File: src/rtl/vna_frame_packer_if.sv
// Byte-stream handshake between the VNA frame packer and its downstream consumer.
interface vna_frame_packer_if;
  logic [7:0] out_data;
  logic       out_valid;
  logic       out_ready;
  logic       out_sof;
  logic       out_eof;

  modport master (output out_data, output out_valid, output out_sof, output out_eof,
                  input  out_ready);
  modport slave  (input  out_data, input  out_valid, input  out_sof, input  out_eof,
                  output out_ready);
endinterface

File: src/rtl/vna_frame_packer.sv
// Packs VNA I/Q samples into 512-byte frames: 3 sync, 5 C&C, 63 x 8-byte sample slots.
// Samples queue in a small FIFO; the byte stream stalls at slot boundaries when it runs dry.
module vna_frame_packer #(
  parameter int          FIFO_DEPTH = 4,
  parameter logic [15:0] MIC_FILL   = 16'h0000
) (
  input  logic                        clock,
  input  logic                        reset,
  input  logic                        in_strobe,
  input  logic [23:0]                 in_I,
  input  logic [23:0]                 in_Q,
  input  logic [39:0]                 cc_data,
  vna_frame_packer_if.master          stream,
  output logic                        overflow,
  output logic [15:0]                 frames_sent
);

  localparam int AW = (FIFO_DEPTH > 1) ? $clog2(FIFO_DEPTH) : 1;
  localparam logic [AW:0]   FULL_CNT = FIFO_DEPTH[AW:0];
  localparam logic [AW:0]   CNT_ONE  = 1;
  localparam logic [AW-1:0] PTR_ONE  = 1;

  localparam logic [1:0] IDLE   = 2'd0;
  localparam logic [1:0] SYNC   = 2'd1;
  localparam logic [1:0] CC     = 2'd2;
  localparam logic [1:0] SAMPLE = 2'd3;

  logic [47:0]   fifo_mem [FIFO_DEPTH];
  logic [AW-1:0] wr_ptr, rd_ptr;
  logic [AW:0]   count;
  logic          full, empty, push, pop, xfer;
  logic [47:0]   head;

  logic [1:0]    state;
  logic [2:0]    sub_cnt;
  logic [5:0]    slot_cnt;
  logic [39:0]   cc_reg;
  logic [47:0]   hold;

  logic [7:0]    data_c;
  logic          valid_c, sof_c, eof_c;

  // Full is judged on the registered count, so a same-cycle pop never rescues a strobe.
  assign full  = (count == FULL_CNT);
  assign empty = (count == '0);
  assign head  = fifo_mem[rd_ptr];
  assign push  = in_strobe & ~full;
  assign xfer  = valid_c & stream.out_ready;
  assign pop   = xfer & (state == SAMPLE) & (sub_cnt == 3'd0);

  always_ff @(posedge clock) begin
    if (!reset && push) fifo_mem[wr_ptr] <= {in_I, in_Q};
  end

  always_ff @(posedge clock) begin
    if (reset) begin
      wr_ptr   <= '0;
      rd_ptr   <= '0;
      count    <= '0;
      overflow <= 1'b0;
    end else begin
      if (push) wr_ptr <= wr_ptr + PTR_ONE;
      if (pop)  rd_ptr <= rd_ptr + PTR_ONE;
      if (push && !pop)      count <= count + CNT_ONE;
      else if (!push && pop) count <= count - CNT_ONE;
      if (in_strobe && full) overflow <= 1'b1;
    end
  end

  always_ff @(posedge clock) begin
    if (reset) begin
      state       <= IDLE;
      sub_cnt     <= '0;
      slot_cnt    <= '0;
      cc_reg      <= '0;
      hold        <= '0;
      frames_sent <= '0;
    end else begin
      case (state)
        IDLE: if (!empty) begin
          state   <= SYNC;
          cc_reg  <= cc_data;
          sub_cnt <= '0;
        end
        SYNC: if (xfer) begin
          if (sub_cnt == 3'd2) begin
            state   <= CC;
            sub_cnt <= '0;
          end else sub_cnt <= sub_cnt + 3'd1;
        end
        CC: if (xfer) begin
          if (sub_cnt == 3'd4) begin
            state    <= SAMPLE;
            sub_cnt  <= '0;
            slot_cnt <= '0;
          end else sub_cnt <= sub_cnt + 3'd1;
        end
        SAMPLE: if (xfer) begin
          if (sub_cnt == 3'd0) hold <= head;
          if (sub_cnt == 3'd7) begin
            sub_cnt <= '0;
            if (slot_cnt == 6'd62) begin
              state       <= IDLE;
              slot_cnt    <= '0;
              frames_sent <= frames_sent + 16'd1;
            end else slot_cnt <= slot_cnt + 6'd1;
          end else sub_cnt <= sub_cnt + 3'd1;
        end
        default: state <= IDLE;
      endcase
    end
  end

  // Outputs are decoded from registered state only, so they hold steady under backpressure.
  always_comb begin
    valid_c = 1'b0;
    data_c  = 8'h00;
    sof_c   = 1'b0;
    eof_c   = 1'b0;
    case (state)
      SYNC: begin
        valid_c = 1'b1;
        data_c  = 8'h7F;
        sof_c   = (sub_cnt == 3'd0);
      end
      CC: begin
        valid_c = 1'b1;
        case (sub_cnt)
          3'd0:    data_c = cc_reg[39:32];
          3'd1:    data_c = cc_reg[31:24];
          3'd2:    data_c = cc_reg[23:16];
          3'd3:    data_c = cc_reg[15:8];
          default: data_c = cc_reg[7:0];
        endcase
      end
      SAMPLE: begin
        valid_c = (sub_cnt != 3'd0) || !empty;
        case (sub_cnt)
          3'd0:    data_c = empty ? 8'h00 : head[47:40];
          3'd1:    data_c = hold[39:32];
          3'd2:    data_c = hold[31:24];
          3'd3:    data_c = hold[23:16];
          3'd4:    data_c = hold[15:8];
          3'd5:    data_c = hold[7:0];
          3'd6:    data_c = MIC_FILL[15:8];
          default: data_c = MIC_FILL[7:0];
        endcase
        eof_c = (sub_cnt == 3'd7) && (slot_cnt == 6'd62);
      end
      default: ;
    endcase
  end

  assign stream.out_data  = data_c;
  assign stream.out_valid = valid_c;
  assign stream.out_sof   = sof_c;
  assign stream.out_eof   = eof_c;

endmodule

File: src/flat_wrapper.sv
// flat-port wrapper written by rule: the top's interface ports become plain ports
module vna_frame_packer_flat 
#(
  parameter int          FIFO_DEPTH = 4,
  parameter logic [15:0] MIC_FILL   = 16'h0000
)
  (clock, reset, in_strobe, in_I, in_Q, cc_data, overflow, frames_sent, stream_out_data, stream_out_valid, stream_out_sof, stream_out_eof, stream_out_ready);
  vna_frame_packer_if stream_i ();
  input  logic clock;
  input  logic reset;
  input  logic in_strobe;
  input  logic [23:0] in_I;
  input  logic [23:0] in_Q;
  input  logic [39:0] cc_data;
  output logic overflow;
  output logic [15:0] frames_sent;
  output wire logic [$bits(stream_i.out_data)-1:0] stream_out_data;
  output wire logic [$bits(stream_i.out_valid)-1:0] stream_out_valid;
  output wire logic [$bits(stream_i.out_sof)-1:0] stream_out_sof;
  output wire logic [$bits(stream_i.out_eof)-1:0] stream_out_eof;
  input wire logic [$bits(stream_i.out_ready)-1:0] stream_out_ready;
  assign stream_out_data = stream_i.out_data;
  assign stream_out_valid = stream_i.out_valid;
  assign stream_out_sof = stream_i.out_sof;
  assign stream_out_eof = stream_i.out_eof;
  assign stream_i.out_ready = stream_out_ready;
  vna_frame_packer #(.FIFO_DEPTH(FIFO_DEPTH), .MIC_FILL(MIC_FILL)) u_core (.clock(clock), .reset(reset), .in_strobe(in_strobe), .in_I(in_I), .in_Q(in_Q), .cc_data(cc_data), .stream(stream_i), .overflow(overflow), .frames_sent(frames_sent));
endmodule
File: config.mk
export PLATFORM = sky130hd
export DESIGN_NAME = vna_frame_packer_flat
export DESIGN_NICKNAME = d
export VERILOG_FILES = /design/src/rtl/vna_frame_packer_if.sv /design/src/rtl/vna_frame_packer.sv /design/src/flat_wrapper.sv
export SDC_FILE = /design/constraint.sdc
export NUM_CORES = 1
export LEC_CHECK = 0
export CAP_MARGIN = 15
export CORE_UTILIZATION = 57
export CTS_CLUSTER_DIAMETER = 120
export DETAILED_ROUTE_END_ITERATION = 12
export HOLD_SLACK_MARGIN = 0.03
export PLACE_DENSITY = 0.91
export SYNTH_ARGS = -nofsm -noshare
export SYNTH_HDL_FRONTEND = slang
export SYNTH_SLANG_ARGS = --single-unit
File: constraint.sdc
create_clock -name clock -period 4 [get_ports clock]
set_input_delay 0.4 -clock clock [delete_from_list [all_inputs] [get_ports clock]]
set_output_delay 0.4 -clock clock [all_outputs]
set_load 0.01 [all_outputs]
Yosys cells after proc, flatten, opt, wreduce, memory -nomap -nowiden
Memory sizes are Yosys's and may differ from the RTL's. A register that Yosys moved wholly into a read port is not among the register bits.
Cells that the tools add are included.

cells by class
  add/sub/neg operators = 7
  equality and inequality tests = 19
  muxes and demuxes = 36
  bitwise gates (word level) = 6
  reduce and logical (&&, ||, !) cells = 23

operators by type and width
  operator                                                                number
  8-bit case mux with 6 select lines                                      1
  8-bit case mux with 4 select lines                                      1
  6-bit 2-to-1 mux                                                        5
  3-bit 2-to-1 mux                                                        9
  8-bit case mux with 3 select lines                                      1
  2-bit 2-to-1 mux                                                        10
  16-bit by 1-bit adder with 16-bit output (second input constant)        1
  3-bit equality test (second input constant)                             4
  3-bit case mux with 4 select lines                                      1
  6-bit case mux with 2 select lines                                      1
  2-bit by 1-bit != test with 1-bit output (second input constant)        5
  8-bit 2-to-1 mux                                                        1
  2-bit case mux with 4 select lines                                      1
  4-bit AND reduction                                                     2
  8-bit AND reduction                                                     1
  3-bit by 1-bit adder with 3-bit output (second input constant)          2
  6-bit by 1-bit adder with 6-bit output (second input constant)          1
  3-bit by 2-bit equality test with 1-bit output (second input constant)  2
  6-bit equality test (second input constant)                             1
  3-bit zero test                                                         2
  2-bit != test (second input constant)                                   3
  1-bit logical AND                                                       5
  5-bit AND reduction                                                     1
  2-bit by 1-bit adder with 2-bit output (second input constant)          2
  other kinds (16)                                                        28

word-level totals
  flip-flop bits (word level) = 115
  bits in writable memories = 192
  input bits = 92
  output and inout bits = 28
  logic and storage cells = 102
  memories = 1

memories
  memory           depth  width  read ports  clocked after Yosys merged registers in  write ports  line                    source
  u_core.fifo_mem  4      48     1           1                                        1            vna_frame_packer.sv:28  logic [47:0] fifo_mem [FIFO_DEPTH];

Logic depth before layout (Yosys ltp)
  depth after elaboration = 10
  mapped depth = 14
  mapped depth without buffers = 11

Worst setup path after synthesis
No wires, ideal clock.

  path kind = flip-flop to flip-flop
  from = register u_core.state[1]
  to = register u_core.count[2]
  library setup time = 70 ps
  arrival time = 2917 ps
  required time = 3930 ps
  slack = 1013 ps
  cell stages (with the launch flop) = 14
  buffers on the path = 3
  clock period less this slack = 2987 ps
  path through = dfxtp_1 clkbuf_1 inv_1 ha_1 o2111a_1 clkbuf_1 inv_2 buf_2 ha_1 inv_1 fa_1 xor2_1 or3_1 a21oi_1

between the ends
  longest elaborated chain between the ends = 9
  elaborated cells on any way between the ends = 13
  those cells by class = eq/ne: 3; mux: 2; bitwise: 3; reduce/logical: 5

RTL lines
  element                                                                                       line                     source
  start: declaration                                                                            vna_frame_packer.sv:34   logic [1:0] state;
  start signal: assignment                                                                      vna_frame_packer.sv:72   state <= IDLE;
  start signal: assignment                                                                      vna_frame_packer.sv:81   state <= SYNC;
  start signal: assignment                                                                      vna_frame_packer.sv:87   state <= CC;
  2-bit by 1-bit equality test with 1-bit output / 2-bit equality test (equally long branches)  vna_frame_packer.sv:120  case (state)
  2-bit OR reduction (no source line)                                                           --
  1-bit case mux with 2 select lines                                                            vna_frame_packer.sv:120
  1-bit bitwise AND                                                                             vna_frame_packer.sv:48   assign xfer = valid_c & stream.out_ready;
  1-bit bitwise AND (*) (2 in a row)                                                            vna_frame_packer.sv:49   assign pop = xfer & (state == SAMPLE) & (sub_cnt == 3'd0);
  1-bit zero test                                                                               vna_frame_packer.sv:64   if (push && !pop) count <= count + CNT_ONE;
  1-bit logical AND                                                                             vna_frame_packer.sv:64
  3-bit 2-to-1 mux / 2-bit nonzero test (equally long branches)                                 --
  end signal: assignment                                                                        vna_frame_packer.sv:64
  end signal: assignment                                                                        vna_frame_packer.sv:65   else if (!push && pop) count <= count - CNT_ONE;
  end: declaration                                                                              vna_frame_packer.sv:30   logic [AW:0] count;

Mark *: on every way between the ends. The rest lies on a longest branch, timed or not.
A chain may end at the register's enable or synchronous reset.

Final worst setup path
  from = register u_core.sub_cnt[0]
  to = output stream_out_data[4]

between the ends
  longest elaborated chain between the ends = 3
  elaborated cells on any way between the ends = 9
  those cells by class = eq/ne: 5; mux: 3; reduce/logical: 1

RTL lines
  element                                                                                          line                                              source
  start: declaration                                                                               vna_frame_packer.sv:35                            logic [2:0] sub_cnt;
  start signal: assignment                                                                         vna_frame_packer.sv:89                            end else sub_cnt <= sub_cnt + 3'd1;
  start signal: assignment                                                                         vna_frame_packer.sv:96                            end else sub_cnt <= sub_cnt + 3'd1;
  start signal: assignment                                                                         vna_frame_packer.sv:107                           end else sub_cnt <= sub_cnt + 3'd1;
  3-bit equality test, or another cell as far along                                                vna_frame_packer.sv:138                           case (sub_cnt)
  8-bit case mux with 6 select lines / 8-bit case mux with 4 select lines (equally long branches)  vna_frame_packer.sv:138, vna_frame_packer.sv:128
  8-bit case mux with 3 select lines (*)                                                           vna_frame_packer.sv:120
  end: declaration                                                                                 flat_wrapper.sv:17                                output wire logic [$bits(stream_i.out_data)-1:0] stream_out_data;

Marked as above.

==> flow_metrics.py <==
metrics = {
    "status": {
        "outcome": "completed",
    },
    "cts": {
        "path_clk_slew_ns": 0.06,
        "cts_root_buf": "clkbuf_16",
        "ctsLongestPathBuffers": 3,
        "cts_tree": "built",
        "clkLatencyLatePin_ns": 0.56,
        "post_cts_buffers": 0,
        "cts_sinks": 309,
        "ctsHoldBuffers": 0,
        "postCtsResizedCells": 0,
        "numCtsBuffers": 30,
        "h-tree-depth": 1,
    },
    "global_route": {
        "grt.overflow.total": 0,
        "track_usage": 0.246,
        "grt_pass1_wl_um": 42100,
        "grt_max_degree": 116,
        "antenna_found_initial": 0,
        "grt_pass1_vias": 8055,
    },
    "setup_path": {
        "required_ns": 3.60,
        "crit_fanout": 12,
        "critPathLaunchType": "register",
        "path_class": "register to primary output",
        "ff2ff_path_depth": 11,
        "arrival_ns": 3.48,
        "crit_path_end_kind": "primary output",
    },
    "synth": {
        "yosysTopAreaCellShare": 0.465,
        "ys_types": 56,
        "synth_top_family_by_area": "simple AND/OR/NAND/NOR gates",
        "ys_seq_area_frac": 0.654,
        "ys_async_sr_fraction": 0,
        "yosys-top-cells-area": "edfxtp_1 46%, dfxtp_1 19%, mux4_2 8.7%",
        "synthTopCellsByCount": "192 x edfxtp_1, 192 x nand2_1, 117 x dfxtp_1",
        "synth-simple-area-share": 0.102,
        "yosysTopAreaCell": "edfxtp_1",
        "syn_inst": 943,
        "avgSynthCellArea_um2": 13.2,
        "syn-num-nets": 1055,
        "synth_xor_xnor_area_share": 0.0106,
        "ys.flop_type": "edfxtp_1",
        "ys_ff_latch": 309,
        "yosys-mux-area-fraction": 0.0930,
        "synth-compound-area-share": 0.0963,
        "synth_fa_ha_area_frac": 0.0208,
        "syn-cell-area_um2": 12400,
        "synth_edf_count": 192,
        "ys_warn_count": 0,
    },
    "drt": {
        "drc": 0,
        "post_drt_via_cell_ratio": 6.08,
        "routed_wl_um": 27300,
        "firstDrtPassIters": 7,
        "wl_per_cell_um": 20.3,
        "vias": 8191,
        "ant_nets": 0,
        "drt_iter0_drc": 835,
    },
    "floorplanning": {
        "start_util": 0.586,
        "design.core.area_um2": 21200,
        "fp.dieW_um": 150,
        "die_height_um": 150,
        "die-area_um2": 22400,
        "row_count": 53,
        "io_pins": 120,
    },
    "cells_and_area": {
        "largest_register_ff_count": 192,
        "fin_area_um2": 14800,
        "nFillCells": 1382,
        "fin_cells": 1347,
        "fin_nets": 1160,
        "post-route-util": 0.702,
        "drive_gt1_frac": 0.121,
        "syn2layout_area_growth_pct": 19.6,
        "seq_area_um2": 8110,
        "multiInputGateArea_um2": 4000,
        "antennaDiodeCount": 0,
    },
    "sta": {
        "tightest_slew_ns": 1.17,
        "rsz0062_at_grt": "no",
        "fin_ws_ns": 0.117,
        "layout_min_cycle_time_ns": 3.88,
        "hold_violations": 0,
        "whs_ns": 0.212,
        "setup_viol_count_final": 0,
        "fin_skew_ns": 0.0234,
        "min_period_over_period": 0.971,
        "slew_headroom": 0.220,
        "fmax_mhz": 258,
        "slew_violations": 0,
        "finalSetupTns_ns": 0,
    },
    "job": {
        "cap_violations": 0,
    },
    "placed_design": {
        "place_area_um2": 13900,
        "port_buffers": 119,
        "dp_cells": 1291,
        "dpl.hpwl_um": 17400,
        "dp_slack_ns": 0.808,
        "gp_congestion": 0.945,
    },
    "power_and_ir_drop": {
        "pwr_density_cell_nw_per_um2": 516,
        "irDropWorstVdd_v": 0.000461,
        "p_leak_nw": 4.86,
        "finalPower_mw": 7.65,
    },
    "worst_hold_path": {
        "min_path_cells": 3,
        "min_path_type": "input port to register",
    },
}
routing by layer:
metal,GRT usage,wire [µm],share of wire,vias to the layer above
met3,0.0512,2610,0.096,74
met4,0.0939,900,0.033,0
li1,-,-,-,3716
met2,0.401,12900,0.47,464
met5,0,0,0,-
met1,0.326,10900,0.40,3937
where the power goes:
part / internal, mW / switching, mW
clock network: 1.62 / 1.16
registers: 3.61 / 0.139
logic: 0.457 / 0.669
total: 5.69 / 1.96
area by class of cell:
class,count,area share
flip-flops and latches,309,0.546
multi-input cells,560,0.270
repair buffers,133,0.0905
clock buffers,42,0.0577
well taps,275,0.0232
clock inverters,14,0.00885
inverters,14,0.00354
critical path: stages (launching register included):
cell             delay (ns)
dfxtp_1                0.35
inv_1                  0.09
ha_1                   0.44
nor2b_1                0.55
or4_1                  0.21
nand3_1                0.22
a31oi_1                0.26
a311o_1                0.23
clkdlybuf4s50_1        0.57
path summary, 6_finish.rpt:
path	from	endpoint	slack [ns]
hold reg to reg	u_core.hold[8]	u_core.hold[8]	0.47
setup reg to reg	u_core.sub_cnt[0]	u_core.count[2]	1.12
hold / removal	reset	u_core.frames_sent[15]	0.21
setup / recovery	u_core.sub_cnt[0]	stream_out_data[4]	0.12
cells in the final DEF (no fill, tap or decap), drive strengths merged, types with 10 or more instances in the layout:
master,count
a21oi,99
a222oi,16
a31oi,10
buf,15
clkbuf,42
clkdlybuf4s50,118
dfxtp,117
edfxtp,192
ha,19
inv,15
mux4,48
nand2,192
nor2,41
o21ai,14
xor2,13
cell families after synthesis:
family                   after synthesis
flip-flops                           309
buffers and inverters                 74
AO/OA/AOI/OAI                        184
multiplexers                          55
AND/OR/NAND/NOR                      286
XOR/XNOR                              15
adder cells (fa/ha/maj)               20
No activity file was read; power rests on OpenSTA's default activity.
